File: src/rtl/if_fetch_ctrl_if.sv
// Instruction-memory request/response bus between the fetch sequencer and imem.
// One request in flight at a time: req/gnt handshake, then a single rvalid beat.
interface if_fetch_ctrl_if;
    logic        req;
    logic [31:0] addr;
    logic        gnt;
    logic        rvalid;
    logic [31:0] rdata;

    modport master (
        output req,
        output addr,
        input  gnt,
        input  rvalid,
        input  rdata
    );

    modport slave (
        input  req,
        input  addr,
        output gnt,
        output rvalid,
        output rdata
    );
endinterface

File: src/rtl/if_fetch_ctrl.sv
// Fetch sequencer: issues one imem fetch at a time at pc, holds the PC via stall_if
// until IF/ID takes the instruction, buffers it under ID stalls, and drops stale responses.
module if_fetch_ctrl #(
    parameter logic [31:0] NOP_INSTR = 32'h00000013,
    parameter int unsigned TIMEOUT   = 255
) (
    input  logic                  clk,
    input  logic                  rst,
    input  logic [31:0]           pc,
    input  logic                  redirect,
    input  logic                  id_stall,
    if_fetch_ctrl_if.master       imem,
    output logic [31:0]           instr,
    output logic                  instr_valid,
    output logic                  stall_if,
    output logic                  err
);

    localparam logic [7:0] TIMEOUT_CNT = 8'(TIMEOUT);

    typedef enum logic [2:0] {
        S_IDLE,
        S_REQ,
        S_WAIT,
        S_HOLD,
        S_FLUSH
    } state_t;

    state_t      state_reg, state_next;
    logic [31:0] buffer_reg, buffer_next;
    logic [7:0]  timer_reg, timer_next;
    logic        err_reg, err_next;

    logic        req_c;
    logic        valid_c;
    logic [31:0] instr_c;
    logic        count_en;
    logic        timer_clr;
    logic        advance;

    always_ff @(posedge clk) begin
        if (rst) begin
            state_reg  <= S_IDLE;
            buffer_reg <= NOP_INSTR;
            timer_reg  <= 8'd0;
            err_reg    <= 1'b0;
        end else begin
            state_reg  <= state_next;
            buffer_reg <= buffer_next;
            timer_reg  <= timer_next;
            err_reg    <= err_next;
        end
    end

    always_comb begin
        state_next  = state_reg;
        buffer_next = buffer_reg;
        req_c       = 1'b0;
        valid_c     = 1'b0;
        instr_c     = NOP_INSTR;
        count_en    = 1'b0;
        timer_clr   = 1'b0;

        case (state_reg)
            S_IDLE: begin
                state_next = S_REQ;
            end

            S_REQ: begin
                req_c = 1'b1;
                if (imem.gnt) begin
                    timer_clr = 1'b1;
                    // A redirect in the grant cycle orphans the response already in flight.
                    state_next = redirect ? S_FLUSH : S_WAIT;
                end
            end

            S_WAIT: begin
                if (imem.rvalid) begin
                    if (redirect) begin
                        state_next = S_REQ;
                    end else begin
                        valid_c = 1'b1;
                        instr_c = imem.rdata;
                        if (id_stall) begin
                            buffer_next = imem.rdata;
                            state_next  = S_HOLD;
                        end else begin
                            state_next = S_REQ;
                        end
                    end
                end else begin
                    count_en = 1'b1;
                    if (redirect) begin
                        state_next = S_FLUSH;
                    end
                end
            end

            S_HOLD: begin
                if (redirect) begin
                    state_next = S_REQ;
                end else begin
                    valid_c = 1'b1;
                    instr_c = buffer_reg;
                    if (!id_stall) begin
                        state_next = S_REQ;
                    end
                end
            end

            S_FLUSH: begin
                // Further redirects here change nothing: the single stale beat still has to drain.
                if (imem.rvalid) begin
                    state_next = S_REQ;
                end else begin
                    count_en = 1'b1;
                end
            end

            default: begin
                state_next = S_IDLE;
            end
        endcase
    end

    // Timer saturates at TIMEOUT; err latches on the cycle the limit is reached.
    always_comb begin
        timer_next = timer_reg;
        err_next   = err_reg;
        if (timer_clr) begin
            timer_next = 8'd0;
        end else if (count_en && (timer_reg != TIMEOUT_CNT)) begin
            timer_next = timer_reg + 8'd1;
            if ((timer_reg + 8'd1) == TIMEOUT_CNT) begin
                err_next = 1'b1;
            end
        end
    end

    assign advance = valid_c && !id_stall;

    always_comb begin
        imem.req    = 1'b0;
        instr_valid = 1'b0;
        instr       = NOP_INSTR;
        stall_if    = 1'b1;
        if (!rst) begin
            imem.req    = req_c;
            instr_valid = valid_c;
            instr       = valid_c ? instr_c : NOP_INSTR;
            if (state_reg != S_IDLE) begin
                stall_if = !(redirect || advance);
            end
        end
    end

    assign imem.addr = pc;
    assign err       = err_reg;

endmodule

File: src/flat_wrapper.sv
// flat-port wrapper written by rule: the top's interface ports become plain ports
module if_fetch_ctrl_flat 
#(
    parameter logic [31:0] NOP_INSTR = 32'h00000013,
    parameter int unsigned TIMEOUT   = 255
)
  (clk, rst, pc, redirect, id_stall, instr, instr_valid, stall_if, err, imem_req, imem_addr, imem_gnt, imem_rvalid, imem_rdata);
  if_fetch_ctrl_if imem_i ();
  input  logic clk;
  input  logic rst;
  input  logic [31:0] pc;
  input  logic redirect;
  input  logic id_stall;
  output logic [31:0] instr;
  output logic instr_valid;
  output logic stall_if;
  output logic err;
  output wire logic [$bits(imem_i.req)-1:0] imem_req;
  output wire logic [$bits(imem_i.addr)-1:0] imem_addr;
  input wire logic [$bits(imem_i.gnt)-1:0] imem_gnt;
  input wire logic [$bits(imem_i.rvalid)-1:0] imem_rvalid;
  input wire logic [$bits(imem_i.rdata)-1:0] imem_rdata;
  assign imem_req = imem_i.req;
  assign imem_addr = imem_i.addr;
  assign imem_i.gnt = imem_gnt;
  assign imem_i.rvalid = imem_rvalid;
  assign imem_i.rdata = imem_rdata;
  if_fetch_ctrl #(.NOP_INSTR(NOP_INSTR), .TIMEOUT(TIMEOUT)) u_core (.clk(clk), .rst(rst), .pc(pc), .redirect(redirect), .id_stall(id_stall), .imem(imem_i), .instr(instr), .instr_valid(instr_valid), .stall_if(stall_if), .err(err));
endmodule
File: config.mk
export PLATFORM = sky130hd
export DESIGN_NAME = if_fetch_ctrl_flat
export DESIGN_NICKNAME = d
export VERILOG_FILES = /design/src/rtl/if_fetch_ctrl_if.sv /design/src/rtl/if_fetch_ctrl.sv /design/src/flat_wrapper.sv
export SDC_FILE = /design/constraint.sdc
export NUM_CORES = 1
export LEC_CHECK = 0
export BUFFER_PORTS_ARGS = -buffer_cell sky130_fd_sc_hd__buf_2
export CORE_ASPECT_RATIO = 0.7
export CORE_MARGIN = 10
export CORE_UTILIZATION = 47
export CTS_BUF_LIST = sky130_fd_sc_hd__clkbuf_8
export CTS_CLUSTER_DIAMETER = 30
export DETAILED_ROUTE_END_ITERATION = 6
export PLACE_DENSITY_LB_ADDON = 0.05
export SYNTH_ARGS = -nofsm -noshare
export SYNTH_HDL_FRONTEND = slang
export SYNTH_SLANG_ARGS = --single-unit
File: constraint.sdc
create_clock -name clk -period 2.6 [get_ports clk]
set_clock_uncertainty 0.15 [all_clocks]
set_input_delay 0.52 -clock clk [delete_from_list [all_inputs] [get_ports clk]]
set_output_delay 0.52 -clock clk [all_outputs]
set_load 0.03 [all_outputs]
==> summary.txt <==
Yosys
  • Post-Synth Adder-Cell Area: 0.971%
  • Flops & latches, synth: 44
  • Sequential share of the synthesized area: 34.2%
  • Yosys top cell by area: dfxtp_1
  • Mux share of post-synthesis cell area: 0%
  • Top cells by area, synth: dfxtp_1, buf_4, nand2_1
  • Avg Cell Area, Syn: 7.28 µm²
  • Dominant cell by count in the synthesized netlist: nand2_1
  • Unique cell type count in the Yosys netlist: 39
  • Synth Flop Type: dfxtp_1
  • Synth Area in XOR/XNOR: 1.70%
  • Synth top cells by count: nand2_1, dfxtp_1, a21oi_1, buf_4, nor2_1
  • Post-synthesis cell area: 2580 µm²
  • Simple-Gate Fraction of Synth Area: 27.0%
  • Syn nets: 426
  • Compound-Gate Fraction of Synth Area: 21.1%
  • Cells after Synth: 354
  • Synth top area share: 34.2%
  • Synth Warn #: 0
  • EDFF count, synth: 0
  • FFs w/ async S/R, synth: 0%
  • Largest family of logic cells by synthesized area: simple AND/OR/NAND/NOR gates

Final layout
  • Final net count: 461
  • Antenna Cells: 0
  • P&R area growth vs syn: 14.9%
  • Max reg flops: 32
  • Fraction of layout cells with a size suffix above 1: 26.0%

Timing
  • Max-slew headroom: 53.0%
  • Fmax achieved: 386 MHz
  • Setup_tns: 0 ps
  • Unrepaired setup endpoints after global routing: yes
  • Hold slack: 305 ps
  • Final Hold Vio Count: 0
  • Final Cycle Share: 99.5%
  • Setup ws final: 11.8 ps
  • Final critical-path required period: 2590 ps
  • # setup viols final: 0
  • Final Slew Violations: 0
  • Actual slew at the worst max-slew pin: 701 ps

Floorplanning
  • Chip width: 109 µm
  • # IOs: 138
  • Die area: 8890 µm²
  • Initial core utilization: 48.8%
  • Die height: 82.0 µm
  • Core Footprint: 5290 µm²
  • Cell row count: 22

Critical path
  • Origin of the critical flop-to-flop path: u_core.state_reg[2]
  • WP depth: 5
  • WP data required: 1930 ps
  • CP startpoint kind: flop
  • Critical R2R Capture: u_core.timer_reg[3]
  • WP buf/inv: 2
  • CP max FO: 30
  • Crit-path cells: or3b_4, or3_4, buf_12, nor2_1, clkbuf_4
  • CP max-delay cell: or3b_4
  • Slowest stage delay, CP: 410 ps
  • CP Capture Type: primary output
  • Reg2reg setup slack: 570 ps
  • Type of the worst setup path: reg2out
  • Worst EP arrival: 1920 ps
  • Register-to-Register Path Depth: 5
  • Crit-path leading delay family: simple AND/OR/NAND/NOR gates

Worst hold path
  • Worst Hold Path Cells: 2
  • Worst Hold End: u_core.buffer_reg[27]
  • HP Start: u_core.buffer_reg[27]
  • Worst hold path class: reg2reg

CTS
  • CTS clock-pin slew for the worst setup and hold paths: 80 ps
  • Max Buffers Root-to-Sink: 2
  • TritonCTS Buffers: 5
  • Clock Root Buffer: clkbuf_8
  • Worst-Skew Late Latency: 290 ps
  • CTS tree: done
  • # Post-CTS Setup Buffers: 0
  • H-tree depth: 2
  • # clock sinks: 44

Outcome
  • Outcome: finished, final reports clean

Pwr
  • Worst vdd ir: 0.000245 V
  • PwrDens: 421 nW/µm²
  • Pleak: 1.07 nW

Routing
  • DRT Wirelength: 6.85 mm
  • Initial DRC count: 158
  • Drt drc: 0
  • Via density per instance: 5.38
  • Via Count: 2,479
  • Post-route ant nets: 0
  • WL per Instance: 14.8 µm
  • Router iterations before antenna repair: 4

Placed design
  • Worst slack at placement: 19.5 ps
  • Port Buffers: 73
  • Final GP Congestion: 0.791
  • DP Wirelength: 4.76 mm

Global route
  • Vias in the first global route: 2,240
  • Initial antenna violation count: 0
  • Largest net degree at the start of global routing: 40
  • Total track usage: 14.3%
  • Gr ovfl total: 0
  • First-pass GRT wire length: 10.6 mm

Flow run
  • Max-cap violations: 0
==> cell type report <==
class / instances / area, µm²
flip-flops and latches: 44 / 881
fillers: 548 / 2320
clock buffers: 5 / 68.8
clock inverters: 2 / 8.76
repair buffers: 85 / 568
inverters: 6 / 22.5
well taps: 72 / 90.1
multi-input cells: 247 / 1320
==> layout by cell type, fill, tap and decap left out, types with 2 or more instances in the layout <==
cell type / n
nand2_1: 71
buf_2: 48
dfxtp_1: 44
a21oi_1: 38
nor2_1: 33
buf_4: 31
a22oi_1: 29
o21ai_0: 8
nand3_1: 7
inv_1: 6
nand2b_1: 5
nor3_1: 5
nand3b_1: 5
clkbuf_8: 5
nor2_2: 4
o22ai_1: 4
xnor2_1: 4
or3_1: 4
buf_12: 4
nor3b_1: 3
nor2b_1: 3
nand4_1: 3
a31oi_1: 2
or2_2: 2
ha_1: 2
clkbuf_4: 2
==> timing repair <==
action,in CTS,in global routing
endpoints found under the setup margin,3,33
pin swaps,0,0
resized for setup,3,45
hold buffers,0,0
==> worst max-delay path by stage <==
stage,to,startpoint
after floorplan,instr[10],redirect
after global placement,instr[9],redirect
after detailed placement,instr[9],redirect
after CTS,instr[9],u_core.state_reg[2]
after global routing,instr[22],u_core.state_reg[2]
final,instr[22],u_core.state_reg[2]
==> worst min-delay path, cell delays in order, from the launching register on <==
cell,delay (ps)
dfxtp_1,310
nand2_1,50
a21oi_1,50
==> stage by stage <==
step / utilization, % / power (mW) / std cells / instance area, µm²
after detailed placement: 53.2 / 0.855 / 454 / 2810
after global placement: 53.2 / 0.854 / 454 / 2810
after global routing: 56.0 / 1.30 / 461 / 2960
after floorplan: - / 0.878 / 354 / 2580
after CTS: 54.8 / 1.26 / 461 / 2900
final: 56.0 / 1.25 / 461 / 2960
==> metal layers <==
layer	vias to the layer above	routed length (µm)	track usage, %
li1	1251	-	-
met2	91	2920	21.4
met5	-	0	0
met4	0	49	3.41
met1	1127	3160	19.2
met3	10	715	5.39
==> where the power goes <==
| group | switching, mW | internal [mW] | leakage [nW] |
|---|---|---|---|
| sequential | 0.00806 | 0.681 | 0.355 |
| clock | 0.227 | 0.179 | 0.0452 |
| combinational | 0.0908 | 0.0612 | 0.668 |
| total | 0.326 | 0.921 | 1.07 |
==> kinds of logic (layout without fill, tap and decap cells) <==
group                    Yosys count  count (layout)
buffers and inverters             63              98
flip-flops                        44              44
AO/OA/AOI/OAI                     88              88
AND/OR/NAND/NOR                  152             152
XOR/XNOR                           5               5
adder cells (fa/ha/maj)            2               2
Power figures use the tool's default switching activity.
